==> src/rtl/leaf_out_packetizer.sv <==
// Output-side BFT leaf packetizer: buffers user words in a small FIFO and issues
// addressed packets while credits for the receiver's input buffer remain.
module leaf_out_packetizer #(
  parameter int unsigned PACKET_BITS     = 49,
  parameter int unsigned PAYLOAD_BITS    = 32,
  parameter int unsigned NUM_LEAF_BITS   = 5,
  parameter int unsigned NUM_PORT_BITS   = 4,
  parameter int unsigned NUM_ADDR_BITS   = 7,
  parameter int unsigned FIFO_DEPTH_BITS = 4
) (
  input  logic                     clk_bft,
  input  logic                     reset_bft,
  input  logic [NUM_LEAF_BITS-1:0] cfg_dest_leaf,
  input  logic [NUM_PORT_BITS-1:0] cfg_dest_port,
  input  logic [PAYLOAD_BITS-1:0]  din,
  input  logic                     din_vld,
  output logic                     din_ack,
  output logic [PACKET_BITS-1:0]   pkt_out,
  input  logic                     pkt_out_ready,
  input  logic                     credit_vld,
  input  logic [NUM_ADDR_BITS:0]   credit_cnt,
  output logic [NUM_ADDR_BITS:0]   credits,
  output logic                     credit_err
);

  localparam int unsigned FIFO_DEPTH  = 1 << FIFO_DEPTH_BITS;
  localparam int unsigned MAX_CREDITS = 1 << NUM_ADDR_BITS;

  logic [PAYLOAD_BITS-1:0]    mem_q [FIFO_DEPTH];
  logic [FIFO_DEPTH_BITS-1:0] wr_ptr_q, wr_ptr_d;
  logic [FIFO_DEPTH_BITS-1:0] rd_ptr_q, rd_ptr_d;
  logic [FIFO_DEPTH_BITS:0]   count_q, count_d;
  logic [PACKET_BITS-1:0]     pkt_q, pkt_d;
  logic [NUM_ADDR_BITS-1:0]   addr_q, addr_d;
  logic [NUM_ADDR_BITS:0]     credits_q, credits_d;
  logic                       err_q, err_d;
  logic [NUM_ADDR_BITS+1:0]   credit_sum;

  logic fifo_full, fifo_empty, push, issue, pkt_valid;

  assign fifo_full  = (count_q == (FIFO_DEPTH_BITS+1)'(FIFO_DEPTH));
  assign fifo_empty = (count_q == '0);
  assign pkt_valid  = pkt_q[PACKET_BITS-1];
  assign din_ack    = !fifo_full && !reset_bft;
  assign push       = din_vld && din_ack;
  assign issue      = !fifo_empty && (credits_q != '0) && (!pkt_valid || pkt_out_ready);

  assign pkt_out    = pkt_q;
  assign credits    = credits_q;
  assign credit_err = err_q;

  always_comb begin
    wr_ptr_d = wr_ptr_q;
    rd_ptr_d = rd_ptr_q;
    pkt_d    = pkt_q;
    addr_d   = addr_q;
    err_d    = err_q;

    if (push) wr_ptr_d = wr_ptr_q + 1'b1;
    count_d = count_q + (FIFO_DEPTH_BITS+1)'(push) - (FIFO_DEPTH_BITS+1)'(issue);

    if (issue) begin
      rd_ptr_d = rd_ptr_q + 1'b1;
      pkt_d    = {1'b1, cfg_dest_leaf, cfg_dest_port, addr_q, mem_q[rd_ptr_q]};
      addr_d   = addr_q + 1'b1;
    end else if (pkt_valid && pkt_out_ready) begin
      pkt_d = '0;
    end

    // Issue only happens with credits_q != 0, so the subtraction cannot underflow.
    credit_sum = {1'b0, credits_q} - (NUM_ADDR_BITS+2)'(issue)
               + (credit_vld ? {1'b0, credit_cnt} : '0);
    if (credit_sum > (NUM_ADDR_BITS+2)'(MAX_CREDITS)) begin
      credits_d = (NUM_ADDR_BITS+1)'(MAX_CREDITS);
      err_d     = 1'b1;
    end else begin
      credits_d = credit_sum[NUM_ADDR_BITS:0];
    end
  end

  always_ff @(posedge clk_bft) begin
    if (reset_bft) begin
      wr_ptr_q  <= '0;
      rd_ptr_q  <= '0;
      count_q   <= '0;
      pkt_q     <= '0;
      addr_q    <= '0;
      credits_q <= (NUM_ADDR_BITS+1)'(MAX_CREDITS);
      err_q     <= 1'b0;
    end else begin
      wr_ptr_q  <= wr_ptr_d;
      rd_ptr_q  <= rd_ptr_d;
      count_q   <= count_d;
      pkt_q     <= pkt_d;
      addr_q    <= addr_d;
      credits_q <= credits_d;
      err_q     <= err_d;
    end
  end

  always_ff @(posedge clk_bft) begin
    if (push) mem_q[wr_ptr_q] <= din;
  end

endmodule

==> config.mk <==
export PLATFORM = sky130hd
export DESIGN_NAME = leaf_out_packetizer
export DESIGN_NICKNAME = d
export VERILOG_FILES = /design/src/rtl/leaf_out_packetizer.sv
export SDC_FILE = /design/constraint.sdc
export NUM_CORES = 1
export LEC_CHECK = 0
export ABC_AREA = 1
export CORE_ASPECT_RATIO = 1.5
export CORE_MARGIN = 4
export CORE_UTILIZATION = 58
export DETAILED_ROUTE_END_ITERATION = 16
export PLACE_DENSITY = 0.77
export SYNTH_ARGS = -nofsm -noshare
export SYNTH_HDL_FRONTEND = slang
export SYNTH_SLANG_ARGS = --single-unit
==> constraint.sdc <==
create_clock -name clk_bft -period 3.7 [get_ports clk_bft]
set_clock_uncertainty 0.1 [all_clocks]
set_input_delay 0.555 -clock clk_bft [delete_from_list [all_inputs] [get_ports clk_bft]]
set_output_delay 0.555 -clock clk_bft [all_outputs]
set_load 0.02 [all_outputs]
* Yosys cells after proc, flatten, opt, wreduce, memory -nomap -nowiden *
Memories as Yosys holds them, arrays and structs flattened. A register that Yosys moved wholly into a read port is not among the register bits.
Index checks and enable logic that the tools add are counted.

cells by class
  add/sub/neg operators = 7
  order comparisons = 1
  equality and inequality tests = 1
  muxes and demuxes = 7
  reductions and logical operators = 14

operator list
  cell                   count
  $mux W49               2
  $add A9 B8 Y9          1
  $gt A9 B8 Y1 const B   1
  $sub A8 B1 Y9          1
  $add A4 B1 Y4 const B  2
  $mux W4                2
  $mux W8                1
  $reduce_bool A8 Y1     1
  $add A7 B1 Y7 const B  1
  $add A5 B1 Y5          1
  $eq A5 B5 Y1 const B   1
  $logic_and A1 B1 Y1    5
  $logic_not A5 Y1       1
  $sub A5 B1 Y5          1
  $logic_not A1 Y1       4
  $mux W1                2
  $reduce_bool A2 Y1     1
  $reduce_or A2 Y1       1
  $logic_or A1 B1 Y1     1

storage, ports and cells
  bits in registers = 78
  memory bits (writable) = 512
  input port bits = 54
  output and inout port bits = 59
  word-level logic and storage cells = 38
  memories = 1

memories
  memory  depth  bits a word  rd ports  clocked after Yosys merged registers in  write ports  line  RTL
  mem_q   16     32           1         1                                        1            29    logic [PAYLOAD_BITS-1:0] mem_q [FIFO_DEPTH];

* Longest topological paths before layout *
Gate-level depths: netlist of run 1.

  depth in word-level cells = 8
  mapped depth = 23

* Worst setup path after synthesis of run 1 *
Ideal clock, no wire load.

  path kind = input -> register
  start point = input port reset_bft
  end point = memory mem_q[11][0] (enable)
  setup time = 0.421 ns
  arrival = 2.631 ns
  data required time = 3.179 ns
  setup slack = 0.548 ns
  cell stages on the path = 6
  cell sequence = clkbuf_1 inv_2 nand2_1 nor2_1 nand2_1 nor2_1

between the ends
  word-level cells in the longest chain between the ends = 5

ends and longest elaborated chain
  what                           line  RTL
  from (decl)                    12    input logic reset_bft,
  $logic_not A1 Y1               44    assign din_ack = !fifo_full && !reset_bft;
  $logic_and A1 B1 Y1            44
  $logic_and A1 B1 Y1            45    assign push = din_vld && din_ack;
  $mux W1                        102   if (push) mem_q[wr_ptr_q] <= din;
  $mux W1 (implied by the code)  102
  to (decl)                      29

No other way between the ends.

* Worst setup path after layout of run 1 *
  start point = register count_q[2]
  end point = register credits_q[6], in the netlist credits[6]

between the ends
  word-level cells in the longest chain between the ends = 8

ends and longest elaborated chain
  what                                line  RTL
  from (decl)                         32    logic [FIFO_DEPTH_BITS:0] count_q, count_d;
  from (signal assigned)              93    count_q <= count_d;
  $logic_not A5 Y1 *                  42    assign fifo_empty = (count_q == '0);
  $logic_not A1 Y1 *                  46    assign issue = !fifo_empty && (credits_q != '0) && (!pkt_valid || pkt_out_ready);
  $logic_and A1 B1 Y1 * (2 in a row)  46
  $sub A8 B1 Y9 *                     71    credit_sum = {1'b0, credits_q} - (NUM_ADDR_BITS+2)'(issue)
  $add A9 B8 Y9 *                     72    + (credit_vld ? {1'b0, credit_cnt} : '0);
  $gt A9 B8 Y1                        73    if (credit_sum > (NUM_ADDR_BITS+2)'(MAX_CREDITS)) begin
  $reduce_or A2 Y1 (no source line)   n/a
  to (signal assigned)                88    credits_q <= (NUM_ADDR_BITS+1)'(MAX_CREDITS);
  to (signal assigned)                96    credits_q <= credits_d;
  to (decl)                           35    logic [NUM_ADDR_BITS:0] credits_q, credits_d;

Every way passes the cells marked *; elsewhere a longest branch is shown, timed or not.
A chain may end at the register's enable or synchronous reset.

==> results.py, run 1 <==
metrics = {
    "setup_path": {
        "crit_fanout": 6,
        "cp-end-kind": "flip-flop",
        "cp.required_ps": 4110,
        "cp-start-kind": "flip-flop",
        "reg2reg_depth": 21,
        "arrival_ps": 3600,
        "crit_type": "flip-flop to flip-flop",
    },
    "synth": {
        "synth-simple-area-share_pct": 10.1,
        "muxShareOfSynthArea_pct": 0,
        "synth_fa_ha_area_share_pct": 1.57,
        "synth-edff-count": 512,
        "ys_types": 31,
        "synth_area_leaders": "edfxtp_1 (62%), dfxtp_1 (6.6%), nand3_1 (5.8%)",
        "synth_top_area_share_pct": 61.9,
        "synth_compound_area_share_pct": 11.2,
        "ys_warn_count": 0,
        "ys_dominant_reg_cell": "edfxtp_1",
        "syn_nets": 2202,
        "synth_largest_area_cell": "edfxtp_1",
        "synthArstFlopShare_pct": 0,
        "syn_area_mm2": 0.0248,
        "synth_xor_area_share_pct": 0.247,
        "yosysSeqAreaShare_pct": 68.6,
        "synth_top_family_by_area": "compound AO/OA/AOI/OAI gates",
        "syn_area_per_cell_um2": 11.7,
        "synthCells": 2118,
        "synth_seq_cells": 594,
    },
    "placed_design": {
        "dp_hpwl_mm": 30.9,
        "placed_cell_area_mm2": 0.0265,
        "pre_cts_slack_ps": 84.1,
        "place_inst": 2700,
        "routabilityCongestion": 0.782,
        "io_buffers": 112,
    },
    "grt": {
        "grt_max_degree": 106,
        "grt-busiest-layer": "met2",
        "grt_util_met1_pct": 30.1,
        "antenna_found_initial": 3,
        "grt_pass1_wl_mm": 87.4,
        "use_met3_pct": 3.55,
        "grt.overflow.total": 0,
        "grt_use_total_pct": 24.5,
        "use_met2_pct": 43.2,
        "first_global_vias": 15984,
    },
    "routing": {
        "num_vias": 16251,
        "ant_nets": 0,
        "drc": 0,
        "drt_wl_total_mm": 57.4,
        "dr.pass1.iters": 7,
        "drt-initial-drc-count": 1575,
        "vias_per_cell": 5.80,
        "wire_per_inst_um": 20.5,
    },
    "clock_network": {
        "clock_latency_ps": 590,
        "cts_setup_buffers": 0,
        "cts_root_buf": "clkbuf_16",
        "clock_sinks": 594,
        "clkTransAtPathRegs_ps": 60,
        "postCtsHoldBufs": 0,
        "numCtsBuffers": 53,
        "htreeDepth": 2,
        "clk_path_buf_depth": 3,
        "cts_tree": "yes",
        "cts_resized": 0,
    },
    "timing": {
        "fin_crit_sh_pct": 86.1,
        "fin_crit_ps": 3190,
        "hold_violations": 0,
        "slew_headroom_pct": 34.6,
        "fin_setup_tns_ps": 0,
        "rsz0062_at_grt": "no",
        "holdWs_ps": 234,
        "slew_violations": 0,
        "setup_violations": 0,
        "tightestPinTransition_ps": 982,
        "max_freq_mhz": 314,
        "fin_ws_ps": 513,
    },
    "outcome": {
        "status": "completed",
    },
    "final_layout": {
        "final_nets": 2275,
        "fin_util_pct": 67.1,
        "finalNonFillerCells": 2803,
        "area_delta_synth_final_pct": 13.8,
        "final_cell_mix": "edfxtp_1 (512), inv_1 (326), nand3_1 (287), nand2_1 (218), a21oi_1 (199)",
        "final_common_cell": "edfxtp_1",
        "drive_gt1_share_pct": 7.42,
        "stdcell_area_mm2": 0.0283,
    },
    "die": {
        "core_area_mm2": 0.0421,
        "die_area_mm2": 0.0462,
        "chipWidth_um": 177,
        "io-pin-count": 113,
        "start_util_pct": 58.9,
        "fp-row-count": 92,
        "dieHeight_um": 261,
    },
    "hold_path": {
        "min_delay_path_depth": 3,
        "worstHoldPathType": "primary input to flip-flop",
    },
    "power": {
        "peakVddDrop_mv": 0.439,
        "powerDensity_mw_per_mm2": 643,
        "power_mw": 18.2,
        "leakage_nw": 10.5,
    },
    "job": {
        "cap_violations": 0,
    },
}
[critical path: stages, from the launching register on]
cell	delay [ps]
dfxtp_1	360
inv_1	70
ha_1	210
nand4_1	130
nand3_2	100
inv_2	100
ha_1	230
inv_1	60
ha_1	180
inv_1	70
fa_1	430
inv_1	80
nand2_1	50
nand2_1	120
nand3_1	110
nand2_1	70
nand2_1	40
nand2_1	70
nand3_1	80
nand2_1	80
nand3_1	180
nor2_1	160
[cells by family (layout without fill, tap and decap cells)]
logic type,after synthesis,count (layout)
AOI/OAI and AO/OA,466,466
buffers and inverters,461,579
DFF,594,594
and+or+nand+nor,560,560
xor gates and xnor gates,7,7
other,0,3
adders and majority gates,30,30
[final timing paths]
check        slack, ps   startpoint     endpoint
max                510   count_q[2]   credits[6]
min                230    reset_bft   credits[7]
max reg2reg        510   count_q[2]   credits[6]
min reg2reg        380  pkt_out[36]  pkt_out[36]
[layout make-up]
type                    instances  area (um^2)
clock buffers                  79         1520
multi-input cells            1063         5860
fillers                      2922        13900
clock inverters                21          265
inverters                     330         1240
flip-flops and latches        594        17000
repair buffers                149         1630
well taps                     564          706
diodes                          3         7.51
[power breakdown]
group          internal (mW)  switching [mW]  total [mW]  leakage (nW)
Combinational           1.64            3.10        4.74          4.30
Clock                   3.26            2.34        5.61         0.872
Sequential              7.57           0.249        7.82          5.29
[state kept, by name, indices dropped and copies added, names as in the netlist, named ones only]
| signal | flops |
|---|---|
| addr_q | 7 |
| count_q | 5 |
| credit_err | 1 |
| credits | 8 |
| mem_q | 512 |
| pkt_out | 49 |
| rd_ptr_q | 4 |
| wr_ptr_q | 4 |
[Yosys cell counts, types with 2 or more instances]
master    instances
nor3_1            3
buf_2            22
o21ai_0         125
xnor2_1           2
inv_1           328
inv_2             2
o211ai_2         25
buf_4            16
nand4_1           4
nor4_1            4
ha_1             28
nor2_1           40
o21ai_1          10
o211ai_1        103
fa_1              2
clkbuf_1         50
nand3_1         287
buf_6            31
a21oi_1         199
buf_1            11
o21a_1            2
xor2_1            5
nand2_1         219
dfxtp_1          82
edfxtp_1        512
[routing by layer]
metal,share of wire [%],wire length (um),vias up
li1,-,-,7574
met1,37,21400,7804
met2,51,29300,719
met3,7.8,4460,154
met4,3.9,2250,0
met5,0,0,-
Power figures use the tool's default switching activity.
==> inputs of run 2 (changes only) <==
==> constraint.sdc (replaced) <==
create_clock -name clk_bft -period 3.9 [get_ports clk_bft]
set_clock_uncertainty 0.1 [all_clocks]
set_input_delay 0.585 -clock clk_bft [delete_from_list [all_inputs] [get_ports clk_bft]]
set_output_delay 0.585 -clock clk_bft [all_outputs]
set_load 0.02 [all_outputs]
==> results.py, run 2 (synthesis gave the netlist of run 1 again) <==
metrics = {
    "outcome": {
        "status": "completed",
    },
    "grt": {
        "grt_use_total_pct": 24.2,
        "grt_max_degree": 97,
        "antenna_found_initial": 3,
        "grt_pass1_wl_mm": 86.9,
        "grt.overflow.total": 0,
        "first_global_vias": 16039,
    },
    "power": {
        "peakVddDrop_mv": 0.478,
        "powerDensity_mw_per_mm2": 608,
        "leakage_nw": 10.4,
        "power_mw": 17.1,
    },
    "job": {
        "cap_violations": 0,
    },
    "final_layout": {
        "drive_gt1_share_pct": 7.59,
        "area_delta_synth_final_pct": 13.3,
        "regMostFlops": "mem_q",
        "final_cell_mix": "edfxtp_1 (512), inv_1 (326), nand3_1 (287), nand2_1 (218), a21oi_1 (199)",
        "final_nets": 2282,
        "largest_register_ffs": 512,
        "final_common_cell": "edfxtp_1",
    },
    "setup_path": {
        "crit_fanout": 6,
        "reg2reg_to": "credits[1]",
        "cp-start-kind": "flip-flop",
        "cp-end-kind": "flip-flop",
        "crit_type": "flip-flop to flip-flop",
        "cp.required_ps": 4310,
        "arrival_ps": 3680,
        "rrSetupSlack_ps": 630,
        "reg2reg_depth": 20,
        "r2r_start": "credits[2]",
    },
    "routing": {
        "vias_per_cell": 5.79,
        "ant_nets": 0,
        "drc": 0,
        "dr.pass1.iters": 6,
        "num_vias": 16245,
        "wire_per_inst_um": 20.3,
        "drt-initial-drc-count": 1441,
        "drt_wl_total_mm": 56.9,
    },
    "die": {
        "core_area_mm2": 0.0421,
        "fp-row-count": 92,
        "io-pin-count": 113,
        "start_util_pct": 58.9,
        "die_area_mm2": 0.0462,
        "chipWidth_um": 177,
        "dieHeight_um": 261,
    },
    "clock_network": {
        "cts_root_buf": "clkbuf_16",
        "clock_sinks": 594,
        "clkTransAtPathRegs_ps": 60,
        "htreeDepth": 2,
        "cts_setup_buffers": 0,
        "clock_latency_ps": 590,
        "cts_tree": "yes",
        "postCtsHoldBufs": 0,
        "cts_resized": 0,
        "clk_path_buf_depth": 3,
        "numCtsBuffers": 53,
    },
    "timing": {
        "setup_violations": 0,
        "fin_setup_tns_ps": 0,
        "fin_crit_sh_pct": 83.9,
        "slew_headroom_pct": 33.4,
        "max_freq_mhz": 306,
        "fin_crit_ps": 3270,
        "tightestPinTransition_ps": 1000,
        "hold_violations": 0,
        "holdWs_ps": 267,
        "slew_violations": 0,
        "rsz0062_at_grt": "no",
    },
    "hold_path": {
        "hold_start": "reset_bft",
        "worstHoldPathType": "primary input to flip-flop",
        "min_delay_path_depth": 3,
        "hold_end": "credits[7]",
    },
    "placed_design": {
        "io_buffers": 112,
        "dp_hpwl_mm": 31.4,
        "routabilityCongestion": 0.777,
    },
}
-- run 2: final cells by class --
type | count | area [um^2]
Multi-Input combinational cell | 1063 | 5860
Fill cell | 2978 | 14000
Antenna cell | 3 | 7.51
Tap cell | 564 | 706
Inverter | 330 | 1240
Timing Repair Buffer | 156 | 1560
Clock inverter | 27 | 253
Sequential cell | 594 | 17000
Clock buffer | 71 | 1470
-- run 2: worst max path at each step --
stage	start	endpoint	slack, ps	cells after the start
detailed placement	pkt_out_ready	credits[1]	170	21
global placement	pkt_out_ready	credits[2]	270	21
finish	credits[2]	credits[1]	630	20
floorplan	reset_bft	mem_q[11][0]	720	6
CTS	credits[2]	credits[1]	590	20
global route	credits[2]	credits[1]	340	20
-- run 2: power breakdown --
part | switching, mW | internal, mW
clock network | 2.21 | 2.96
logic | 2.93 | 1.56
registers | 0.260 | 7.18
-- run 2: layer usage --
metal  vias to the layer above  global-route usage [%]  share of wire (%)
met1                      7847                    30.3                 38
met2                       673                    42.8                 51
li1                       7598                       -                  -
met3                       127                    3.47                7.3
met5                         -                       0                  0
met4                         0                    9.33                3.4
-- run 2: stage by stage --
| step | util (%) | instance area [um^2] | setup WS [ps] | instances |
|---|---|---|---|---|
| floorplan | - | 24800 | 718 | 2118 |
| global placement | 62.6 | 26400 | 269 | 2707 |
| detailed placement | 62.6 | 26400 | 171 | 2707 |
| CTS | 66.7 | 28100 | 595 | 2805 |
| global route | 66.7 | 28100 | 335 | 2808 |
| finish | 66.7 | 28100 | 628 | 2808 |
-- run 2: critical path, cell delays in order (launching register included) --
cell	delay, ps
dfxtp_1	320
nor4_1	350
nand2_1	110
nand3_2	90
inv_2	60
ha_1	280
inv_1	60
ha_1	200
inv_1	80
fa_1	440
inv_1	90
nand2_1	50
nand2_1	130
nand2_1	70
nand2_1	70
nand3_1	70
nor2_1	100
nand3_1	90
nand2_1	80
nand3_1	190
nor2_1	150
